File: config.mk
export PLATFORM = sky130hd
export DESIGN_NAME = date_counter
export DESIGN_NICKNAME = d
export VERILOG_FILES = /design/src/rtl/date_counter.sv
export SDC_FILE = /design/constraint.sdc
export NUM_CORES = 1
export LEC_CHECK = 0
export ABC_CLOCK_PERIOD_IN_PS = 7000
export CORE_MARGIN = 3
export CORE_UTILIZATION = 45
export CTS_CLUSTER_SIZE = 40
export DETAILED_ROUTE_END_ITERATION = 10
export GPL_ROUTABILITY_DRIVEN = 0
export PLACE_DENSITY = 0.83
export SETUP_SLACK_MARGIN = 0.5
export SYNTH_ARGS = -nofsm -noshare
export SYNTH_HDL_FRONTEND = slang
export SYNTH_SLANG_ARGS = --single-unit
File: constraint.sdc
create_clock -name clk -period 7 [get_ports clk]
set_clock_uncertainty 0.05 [all_clocks]
set_input_delay 2.1 -clock clk [delete_from_list [all_inputs] [get_ports clk]]
set_output_delay 2.1 -clock clk [all_outputs]
set_load 0.02 [all_outputs]
File: src/rtl/date_counter.sv
// Day-of-month stage of a calendar chain: counts day ticks, wraps at month end, clamps on month change.
// Optional macro DATE_LEAP_YEAR_EN enables 29-day February when leap=1.
module date_counter #(
  parameter logic [4:0] RESET_DATE = 5'd1
) (
  input  logic       clk,
  input  logic       clear,
  input  logic       load,
  input  logic       enable,
  input  logic [4:0] data,
  input  logic       hourCount,
  input  logic [3:0] month,
  input  logic       leap,
  output logic [4:0] date,
  output logic [4:0] databus,
  output logic       dateCount,
  output logic       loadErr
);

  logic [4:0] r_date = RESET_DATE;
  logic       r_dateCount = 1'b0;
  logic       r_loadErr = 1'b0;

  logic [4:0] w_lastDay;
  logic [4:0] w_feb;
  logic [4:0] w_date_nxt;
  logic       w_cnt_nxt;
  logic       w_err_nxt;
  logic       w_load_ok;

`ifdef DATE_LEAP_YEAR_EN
  assign w_feb = leap ? 5'd29 : 5'd28;
`else
  logic w_unused_leap;
  assign w_unused_leap = leap;
  assign w_feb = 5'd28;
`endif

  always_comb begin
    case (month)
      4'd4, 4'd6, 4'd9, 4'd11: w_lastDay = 5'd30;
      4'd2:                    w_lastDay = w_feb;
      default:                 w_lastDay = 5'd31;
    endcase
  end

  assign w_load_ok = (data != 5'd0) && (data <= w_lastDay);

  // Priority below clear: load, then day tick, then clamp after a month change.
  always_comb begin
    w_date_nxt = r_date;
    w_cnt_nxt  = 1'b0;
    w_err_nxt  = 1'b0;
    if (load) begin
      if (w_load_ok) w_date_nxt = data;
      else           w_err_nxt  = 1'b1;
    end else if (hourCount) begin
      if (r_date < w_lastDay) begin
        w_date_nxt = r_date + 5'd1;
      end else begin
        w_date_nxt = 5'd1;
        w_cnt_nxt  = 1'b1;
      end
    end else if (r_date > w_lastDay) begin
      w_date_nxt = w_lastDay;
    end
  end

  always_ff @(posedge clk) begin
    if (clear) begin
      r_date      <= RESET_DATE;
      r_dateCount <= 1'b0;
      r_loadErr   <= 1'b0;
    end else begin
      r_date      <= w_date_nxt;
      r_dateCount <= w_cnt_nxt;
      r_loadErr   <= w_err_nxt;
    end
  end

  assign date      = r_date;
  assign dateCount = r_dateCount;
  assign loadErr   = r_loadErr;
  assign databus   = enable ? r_date : 5'd0;

endmodule

* Word level (Yosys, flattened, before mapping) *
Index checks and enable logic that the tools add are counted.

storage, ports and cells
  register bits = 7
  latch bits = 0
  memory bits (writable) = 0
  ROM bits = 0
  output and inout bits = 12
  memories kept = 0

cells by class
  $add $sub $neg = 1
  $mul = 0
  divide/modulo/power cells = 0
  order comparisons = 3
  equal/unequal tests = 6
  shift-type cells = 0
  muxes and demuxes = 9
  bitwise gates (word level) = 2
  reductions and logical operators = 7

operators by type and width
  operator                                                                 number
  5-bit 2-to-1 mux                                                         6
  4-bit by 3-bit equality test with 1-bit output, second input constant    2
  4-bit equality test, second input constant                               2
  5-bit by 1-bit adder with 5-bit output, second input constant            1
  5-bit > comparator                                                       1
  5-bit <= comparator                                                      1
  5-bit less-than comparator                                               1
  5-bit nonzero test                                                       1
  4-bit by 2-bit equality test with 1-bit output, second input constant    1
  2-bit one-hot mux with 2 select lines                                    1
  4-bit OR reduction                                                       1
  3-bit nonzero test                                                       1
  3-bit OR reduction                                                       1
  1-bit 2-to-1 mux                                                         2
  2-bit by 1-bit inequality test with 1-bit output, second input constant  1
  1-bit inverter                                                           2
  2-bit AND reduction                                                      1
  2-bit OR reduction                                                       1
  1-bit logical AND                                                        1

* Depth between registers and ports, before layout *
Gate-level depths: netlist (run 1).

  depth in word-level cells = 7
  mapped depth = 8
  mapped depth without buffers = 8

* Worst setup path after synthesis (run 1) *
Ideal clock, no wire load.

  kind = input to output
  start point = in enable
  end point = out databus[0]
  arrival = 2316 ps
  data required time = 4850 ps
  path slack = 2534 ps
  stages on the path = 1
  path buffers = 0
  path through = and2_1

between the ends
  cells in the longest elaborated chain, start to end = 1

RTL lines
  item              RTL line  RTL
  start, declared   9         input logic enable,
  5-bit 2-to-1 mux  84        assign databus = enable ? r_date : 5'd0;
  end, declared     15        output logic [4:0] databus,

No other way between the ends.

* Final worst setup path (run 1) *
  start point = in enable
  end point = out databus[1]

The elaborated chain is that of the path after synthesis.

==> results by group, run 1 <==
Outcome
  • Status: finished, final reports clean

STA
  • Final setup vio count: 0
  • RSZ-0062 raised after global routing: no
  • Hold Vio Cnt, Final: 0
  • Max Clk Rate: ~180 MHz
  • Post-route setup TNS: 0 ps
  • Final Cycle Share: just under 80%
  • Least-Margin Pin Slew: between 400 and 500 ps
  • Max transition margin: approximately 66%
  • Post-layout minimum cycle time: between 5000 and 6000 ps
  • Slew Limit Fails: 0

Power and ir drop
  • Total power per unit cell area: about 150 nW/µm²
  • Design Power: between 100 and 150 µW
  • Psw: roughly 48 µW
  • Worst vdd ir: between 0.1 and 0.15 mV
  • Combinational share of power: about 39%
  • Clock share of power: between 20% and 30%
  • Switching Fraction: between 30% and 40%
  • Leak Pwr: about 0.00036 µW
  • P_int: about 90 µW
  • Share of power burned in registers: roughly a third

Synthesis
  • Post-synth top area share: between 20% and 30%
  • Syn nets: 100
  • Portion of netlist area occupied by mux cells: 0%
  • Main area contributors after synthesis: dfxtp_1 21%, ha_1 5.7%, a21oi_1 5.3%, and2_1 4.7%, nand2_1 4.0%
  • Xor-xnor portion of the synthesized cell area: under 10%
  • Adder-cell share of the synthesized area: roughly 8.9%
  • Main combinational cell family by area after synthesis: compound AO/OA/AOI/OAI gates
  • Synth Warn #: 0
  • Synth area leader: dfxtp_1
  • Cells after Synth: 82
  • Syn avg cell area: between 8 and 9 µm²
  • Synth cell types: 36
  • Flop and latch count out of synthesis: 7
  • Sequential area share after synthesis: between 20% and 30%
  • Post-synthesis cell area: around 660 µm²
  • Post-Synth Simple-Gate Area: just over 30%
  • Compound-Gate Fraction of Synth Area: 32.8%

CTS
  • H-tree depth: 1
  • CTS Buffer Depth: 2
  • CTS Buf Count: 3
  • CTS resizes: 0
  • Setup Buffers After CTS: 0
  • CTS tree: built
  • Root buffer cell: clkbuf_4
  • Worst-path clk slew: about 50 ps
  • Clk_lat worst skew: around 250 ps
  • Cts hold-fix bufs: 0
  • Clk sink count: 7

Routing
  • Via count: roughly 720
  • Detail Route Antenna Nets: 0
  • Total Wirelength: around 1700 µm
  • Vias/cell: 5.77
  • WL/cell: approximately 14 µm
  • 1st-iter DRT viols: 17
  • Residual DRC: 0
  • First-pass iteration count of the detailed router: 5

Die
  • Die X: about 44 µm
  • Ports: 27
  • DIE HEIGHT: roughly 44 µm
  • Die ar.: about 2000 µm²
  • Initial cell density of the core: 49.5%
  • Core Footprint: around 1300 µm²
  • Rows: 13

Worst setup path
  • Arr. time, crit path: 3360 ps
  • Worst Setup End Kind: output pin
  • Worst EP required: around 4900 ps
  • Largest delay share family, worst path: buffers and inverters
  • Crit path cell chain: clkdlybuf4s50_1 -> and2_1 -> clkdlybuf4s50_1
  • Crit-path max FO: 5
  • Slowest cell on crit path: clkdlybuf4s50_1
  • Crit path largest cell delay: around 610 ps
  • Cell mode on critical path: clkdlybuf4s50_1
  • Crit Path Class: in -> out
  • Setup slack, reg-to-reg: 4960 ps
  • Worst setup SP type: input pin
  • Crit path buf inv count: 2

Finish
  • Area growth, synth to finish: 43.9%
  • Fin nets: about 130
  • Ratio of cells with drive above 1 in the final layout: between 10% and 20%
  • Ant diodes: 0
  • Non-filler instance count after layout: between 100 and 150
  • Core Util, Final: a little under three quarters

GRT
  • GRT Util Overall: 20.4%
  • Largest net degree at the start of global routing: 14
  • Number of global-route vias before repair: 649
  • Wire length of the first global-routing pass: about 3000 µm
  • Initial antenna violation count: 0
  • Overflow after GRT: 0

Worst hold path
  • HP Class: reg -> reg

Flow run
  • Max Cap Violations: 0

Place
  • Placed cells: approximately 120
  • DP HPWL: about 1500 µm
  • Port buffer count: 25
-- cells in the mapped netlist --
cell type,number
maj3_2,1
or4b_1,1
nor2b_1,2
a2111oi_0,2
a211oi_1,3
o41ai_2,1
o21ai_2,1
dfxtp_1,7
ha_1,3
xor2_1,1
nor3_1,3
nor2_1,7
o31a_1,3
o21ai_0,2
nand2b_1,1
and3_1,2
o311ai_1,1
inv_1,6
nand2_1,7
maj3_1,1
nor4b_4,1
a21oi_1,7
nand3b_1,1
o21a_2,1
o31a_2,1
a21oi_2,1
o211ai_1,1
o31ai_4,1
nand3_1,2
xnor2_1,1
nor4_1,1
and2_1,5
or2_2,1
buf_2,1
a311oi_2,1
nand4_1,1
-- routing by layer --
| layer | routed length, µm | vias to the layer above | global-route usage, % |
|---|---|---|---|
| li1 | - | 365 | - |
| met1 | 737 | 337 | 26.5 |
| met2 | 927 | 19 | 34.3 |
| met3 | 77 | 0 | 4.88 |
| met4 | 0 | 0 | 3.61 |
| met5 | 0 | - | 0 |
-- flip-flops by register name, indices dropped and copies added (netlist names) --
name,count
date,5
loadErr,1
dateCount,1
-- area by class of cell --
class,instances,area [µm²]
Sequential cell,7,140
Timing Repair Buffer,25,250
Tap cell,15,18.8
Multi-Input combinational cell,68,493
Inverter,6,22.5
Fill cell,112,383
Clock buffer,4,26.3
-- per-stage QoR --
stage	hold slack, ps	area (µm²)	setup slack, ps
3_5_place_dp	522	925	1490
4_1_cts	527	951	1490
5_1_grt	557	951	1430
2_1_floorplan	573	661	2530
6_report	520	951	1490
3_3_place_gp	513	925	1510
-- worst register-to-register path: stages (launching register included) --
cell and delay [ps]:
dfxtp_1 450, inv_1 80, ha_1 290, nor2_1 180
a21oi_2 110, o31a_1 330, o311ai_1 310, o41ai_2 120
-- path summary, 6_finish.rpt --
| kind | end | cells past startpoint | from |
|---|---|---|---|
| worst max-delay path | databus[1] | 3 | enable |
| worst min-delay path | date[4] | 2 | date[4] |
| worst max register to register | date[3] | 7 | date[0] |
| worst min register to register | date[4] | 2 | date[4] |
-- logic make-up (layout without fill, tap and decap cells) --
kind of cell	after synthesis	after routing
simple gates	35	35
compound gates	26	26
flops	7	7
buf+inv	7	35
fa+ha+maj	5	5
xor+xnor	2	2
-- power groups by stage --
stage | Clock [µW] | Combinational [µW] | Sequential, µW
6_report | 37.1 | 54.2 | 48.0
4_1_cts | 38.4 | 54.3 | 47.9
3_5_place_dp | 0 | 54.2 | 48.8
5_1_grt | 41.0 | 59.6 | 48.6
3_3_place_gp | 0 | 52.9 | 48.7
2_1_floorplan | 0 | 27.1 | 51.0
-- cell usage in the layout, fill, tap and decap left out, types with 2 or more instances in the layout --
master,netlist,layout
and2_1,5,5
and3_1,2,2
nand2_1,7,7
nor3_1,3,3
dfxtp_1,7,7
clkbuf_4,0,3
inv_1,6,6
a21oi_1,7,7
ha_1,3,3
o31a_1,3,3
nor2b_1,2,2
a211oi_1,3,3
nor2_1,7,7
nand3_1,2,2
clkdlybuf4s50_1,0,25
o21ai_0,2,2
a2111oi_0,2,2
Note: power is estimated with default switching activity, not from simulation.
==> run 2, diff against run 1 <==
ABC_CLOCK_PERIOD_IN_PS = 5760   (was 7000)
CORE_UTILIZATION = 41   (was 45)
PLACE_DENSITY = 0.77   (was 0.83)
clock period = 5.76 ns   (was 7 ns; I/O delays follow)
==> run 2 against run 1 <==
Non-clock buffer count did not move. Sequential share of layout area unchanged. Flip-flop and latch count unchanged. Utilization is 3.3 points lower. Combinational power up 21%. Clock-buffer cell count did not move. Global-route usage decreased by 1.2 points. Sequential power up 23%. Wire length rose by 3.7%. Die area is 8.4% higher. Total power is 22% higher. Critical endpoint is now databus[0]. Largest power group unchanged. Highest routed layer is now met4.
==> results by group, run 2 (same netlist as run 1, synthesis figures left out) <==
Power and ir drop
  • P_int: 112 µW
  • Worst vdd ir: between 0.1 and 0.15 mV
  • Leak Pwr: ~0.00036 µW
  • Combinational share of power: ~39%
  • Total power per unit cell area: between 150 and 200 nW/µm²
  • Psw: between 50 and 60 µW
  • Switching Fraction: around a third
  • Share of power burned in registers: approximately a third
  • Clock share of power: 26.4%

Flow run
  • Max Cap Violations: 0

Die
  • Die X: 46.1 µm
  • Die ar.: 2130 µm²
  • Rows: 13
  • Core Footprint: 1400 µm²
  • Initial cell density of the core: between 40% and 50%
  • Ports: 27
  • DIE HEIGHT: around 46 µm

CTS
  • CTS tree: built
  • Cts hold-fix bufs: 0
  • H-tree depth: 1
  • Clk_lat worst skew: 250 ps
  • Clk sink count: 7
  • Worst-path clk slew: roughly 50 ps
  • Root buffer cell: clkbuf_4
  • Setup Buffers After CTS: 0
  • CTS resizes: 0
  • CTS Buffer Depth: 2
  • CTS Buf Count: 3

GRT
  • Number of global-route vias before repair: 686
  • Initial antenna violation count: 0
  • Largest net degree at the start of global routing: 14
  • GRT Util Overall: a little under a fifth
  • Overflow after GRT: 0
  • Wire length of the first global-routing pass: roughly 3000 µm

Worst setup path
  • Crit path largest cell delay: roughly 600 ps
  • Cell mode on critical path: clkdlybuf4s50_1
  • Crit path cell chain: clkdlybuf4s50_1 -> and2_1 -> clkdlybuf4s50_1
  • Worst setup SP type: input pin
  • Crit Path Class: in -> out
  • Slowest cell on crit path: clkdlybuf4s50_1
  • Largest delay share family, worst path: buffers and inverters
  • Crit-path max FO: 5
  • Worst Setup End Kind: output pin
  • Crit path buf inv count: 2
  • Worst EP required: ~4000 ps
  • Arr. time, crit path: approximately 3000 ps

STA
  • Post-route setup TNS: 0 ps
  • Max Clk Rate: 209 MHz
  • Least-Margin Pin Slew: ~480 ps
  • RSZ-0062 raised after global routing: no
  • Hold Vio Cnt, Final: 0
  • Final Cycle Share: slightly above 80%
  • Slew Limit Fails: 0
  • Max transition margin: between 60 and 70%
  • Post-layout minimum cycle time: about 4800 ps
  • Final setup vio count: 0

Finish
  • Ratio of cells with drive above 1 in the final layout: between 10% and 20%
  • Area growth, synth to finish: 43.9%
  • Non-filler instance count after layout: 125
  • Commonest non-fill, non-tap cell in the layout: clkdlybuf4s50_1
  • Filler instances: ~120
  • Most frequent cells in the layout: 25 x clkdlybuf4s50_1, 7 x nor2_1, 7 x nand2_1, 7 x a21oi_1, 7 x dfxtp_1
  • Register Area: between 100 and 150 µm²
  • Fin nets: 129
  • Ant diodes: 0
  • Max reg flops: 5
  • Area occupied by multi-input gates: ~490 µm²

Outcome
  • Status: finished, final reports clean

Routing
  • Detail Route Antenna Nets: 0
  • 1st-iter DRT viols: 16
  • WL/cell: 14.4 µm
  • Residual DRC: 0
  • First-pass iteration count of the detailed router: 4
  • Total Wirelength: around 1800 µm
  • Via count: approximately 720
  • Vias/cell: between 5 and 6

Place
  • Placed cells: 121
  • DP HPWL: 1450 µm
  • Port buffer count: 25

Worst hold path
  • HP Class: reg -> reg
## run 2: cell type report
type | count | area share, %
multi-input cells | 68 | 51.8
repair buffers | 25 | 26.3
flip-flops and latches | 7 | 14.7
clock buffers | 4 | 2.76
inverters | 6 | 2.37
well taps | 15 | 1.97
## run 2: worst paths after layout
| check | from | endpoint | slack [ps] | cells past startpoint |
|---|---|---|---|---|
| setup / recovery | enable | databus[0] | 980 | 3 |
| hold / removal | date[3] | date[3] | 560 | 2 |
| setup reg to reg | date[0] | date[3] | 3680 | 7 |
| hold reg to reg | date[3] | date[3] | 560 | 2 |
## run 2: metrics by stage
| stage | hold WS (ps) | total power [µW] | cell area (µm²) | util [%] | setup WS (ps) |
|---|---|---|---|---|---|
| detailed placement | 522 | 126 | 925 | 66.1 | 981 |
| global placement | 521 | 124 | 925 | 66.1 | 1020 |
| finish | 564 | 169 | 951 | 68.0 | 984 |
| floorplan | 573 | 94.9 | 661 | - | 2040 |
| CTS | 566 | 170 | 951 | 68.0 | 976 |
| global route | 599 | 180 | 951 | 68.0 | 940 |
## run 2: layer usage
metal | vias to the layer above | GRT usage, % | wire length [µm]
li1 | 361 | - | -
met1 | 333 | 23.8 | 764
met3 | 2 | 5.08 | 106
met2 | 22 | 32.4 | 926
met4 | 0 | 4.55 | 8
met5 | - | 0 | 0
## run 2: worst min-delay path: stages, from the launching register on
cell,delay [ps]
dfxtp_1,370
o311ai_1,120
o41ai_2,70
## run 2: power groups by stage
stage	sequential (µW)	combinational [µW]	clock [µW]
floorplan	61.9	33.0	0
global placement	59.7	64.5	0
detailed placement	59.9	66.3	0
CTS	58.9	66.5	44.8
global route	59.7	72.0	48.4
finish	58.9	65.8	44.7
==> run 3, diff against run 2 <==
ABC_CLOCK_PERIOD_IN_PS = 4200   (was 5760)
CORE_UTILIZATION = 37   (was 41)
PLACE_DENSITY = 0.73   (was 0.77)
clock period = 4.2 ns   (was 5.76 ns; I/O delays follow)
==> run 3 against run 2 <==
Wire length is 2.2% lower. Highest routed layer is now met3. Clock-buffer cell count is the same. Utilization shrank 8.0 points. Via count up 1.4%. Non-clock buffer count did not move. Worst hold slack lost 26 ps.
==> results by group, run 3 (same netlist as run 1, synthesis figures left out) <==
CTS
  • CTS Buf Count: 3
  • H-tree depth: 1
  • Clk_lat worst skew: between 200 and 300 ps
  • Cts hold-fix bufs: 0
  • Setup Buffers After CTS: 0
  • CTS Buffer Depth: 2
  • CTS resizes: 5
  • Root buffer cell: clkbuf_4
  • Worst-path clk slew: ~50 ps
  • Clk sink count: 7
  • CTS tree: built

STA
  • Post-route setup TNS: 0 ps
  • Max Clk Rate: 282 MHz
  • Slew Limit Fails: 0
  • RSZ-0062 raised after global routing: no
  • Least-Margin Pin Slew: 452 ps
  • Post-layout minimum cycle time: around 3600 ps
  • Max transition margin: between 60 and 70%
  • Final Cycle Share: between 80 and 90%
  • Hold Vio Cnt, Final: 0
  • Final setup vio count: 0

Die
  • Rows: 14
  • Die ar.: 2330 µm²
  • Ports: 27
  • Die X: approximately 48 µm
  • DIE HEIGHT: 48.3 µm
  • Core Footprint: between 1500 and 2000 µm²
  • Initial cell density of the core: 41.4%

GRT
  • Largest net degree at the start of global routing: 14
  • Number of global-route vias before repair: 677
  • GRT Util Overall: about 18%
  • Initial antenna violation count: 0
  • Overflow after GRT: 0
  • Wire length of the first global-routing pass: 2960 µm

Worst hold path
  • Worst hold stages: 2
  • HP Class: reg -> reg

Worst setup path
  • Worst EP required: 2890 ps
  • Crit Path Class: in -> out
  • Worst setup SP type: input pin
  • Worst Setup End Kind: output pin
  • Arr. time, crit path: 2240 ps
  • Reg2Reg Depth: 7
  • Crit-path max FO: 5

Outcome
  • Status: finished, final reports clean

Finish
  • Most frequent cells in the layout: 20 x clkdlybuf4s50_1, 7 x nor2_1, 7 x nand2_1, 7 x a21oi_1, 7 x dfxtp_1
  • Filler instances: 167
  • Max reg flops: 5
  • Commonest non-fill, non-tap cell in the layout: clkdlybuf4s50_1
  • Area growth, synth to finish: 44.7%
  • Fin nets: 129
  • Non-filler instance count after layout: roughly 130
  • Ratio of cells with drive above 1 in the final layout: about an eighth
  • Ant diodes: 0

Power and ir drop
  • Total power per unit cell area: 243 nW/µm²
  • Design Power: about 230 µW
  • Worst vdd ir: 0.138 mV
  • Leak Pwr: around 0.00037 µW

Routing
  • WL/cell: approximately 13 µm
  • Vias/cell: ~5.4
  • Detail Route Antenna Nets: 0
  • 1st-iter DRT viols: 14
  • Residual DRC: 0
  • Via count: approximately 730
  • Total Wirelength: approximately 1800 µm
  • First-pass iteration count of the detailed router: 4

Place
  • DP HPWL: 1380 µm
  • Port buffer count: 25
  • Placed cells: between 100 and 150

Flow run
  • Max Cap Violations: 0
## run 3: cell types whose count changed in the layout (fill, tap and decap cells not counted), sizes merged
cell,before,now
clkdlybuf4s50,25,20
dlygate4sd2,0,5
## run 3: worst paths after layout
kind	from	end	slack, ps
worst min register to register	date[4]	date[4]	540
worst max register to register	date[0]	date[3]	2150
worst max-delay path	enable	databus[1]	650
worst min-delay path	date[4]	date[4]	540
## run 3: area by class of cell
cell class                      count  area (µm²)  share of cell area [%]
Multi-Input combinational cell     68         493                    51.6
Timing Repair Buffer               25         244                    25.5
Inverter                            6        22.5                    2.36
Clock buffer                        4        26.3                    2.75
Sequential cell                     7         140                    14.7
Tap cell                           24        30.0                    3.14
## run 3: layer usage
layer / global-route usage, % / wire (µm) / vias up
met4: 4.84 / 0 / 0
met3: 4.43 / 116 / 0
li1: - / - / 364
met1: 26.6 / 839 / 337
met2: 25.0 / 812 / 27
met5: 0 / 0 / -
## run 3: critical path: stages
cell	delay (ps)
clkdlybuf4s50_1	510
and2_1	140
dlygate4sd2_1	330
## run 3: per-stage QoR
step / area, µm² / hold WS (ps) / util (%) / worst slack, ps
finish: 956 / 538 / 60.0 / 649
global route: 956 / 575 / 60.0 / 583
CTS: 956 / 539 / 60.0 / 637
floorplan: 661 / 573 / - / 1100
global placement: 936 / 520 / 58.7 / 386
detailed placement: 936 / 531 / 58.7 / 362
## run 3: power by group
group | internal (µW) | switching, µW | leakage (µW)
combinational | 43.0 | 45.0 | 0.000301
clock | 36.4 | 27.2 | 0.0000150
sequential | 71.3 | 9.47 | 0.0000578
total | 151 | 81.6 | 0.000374
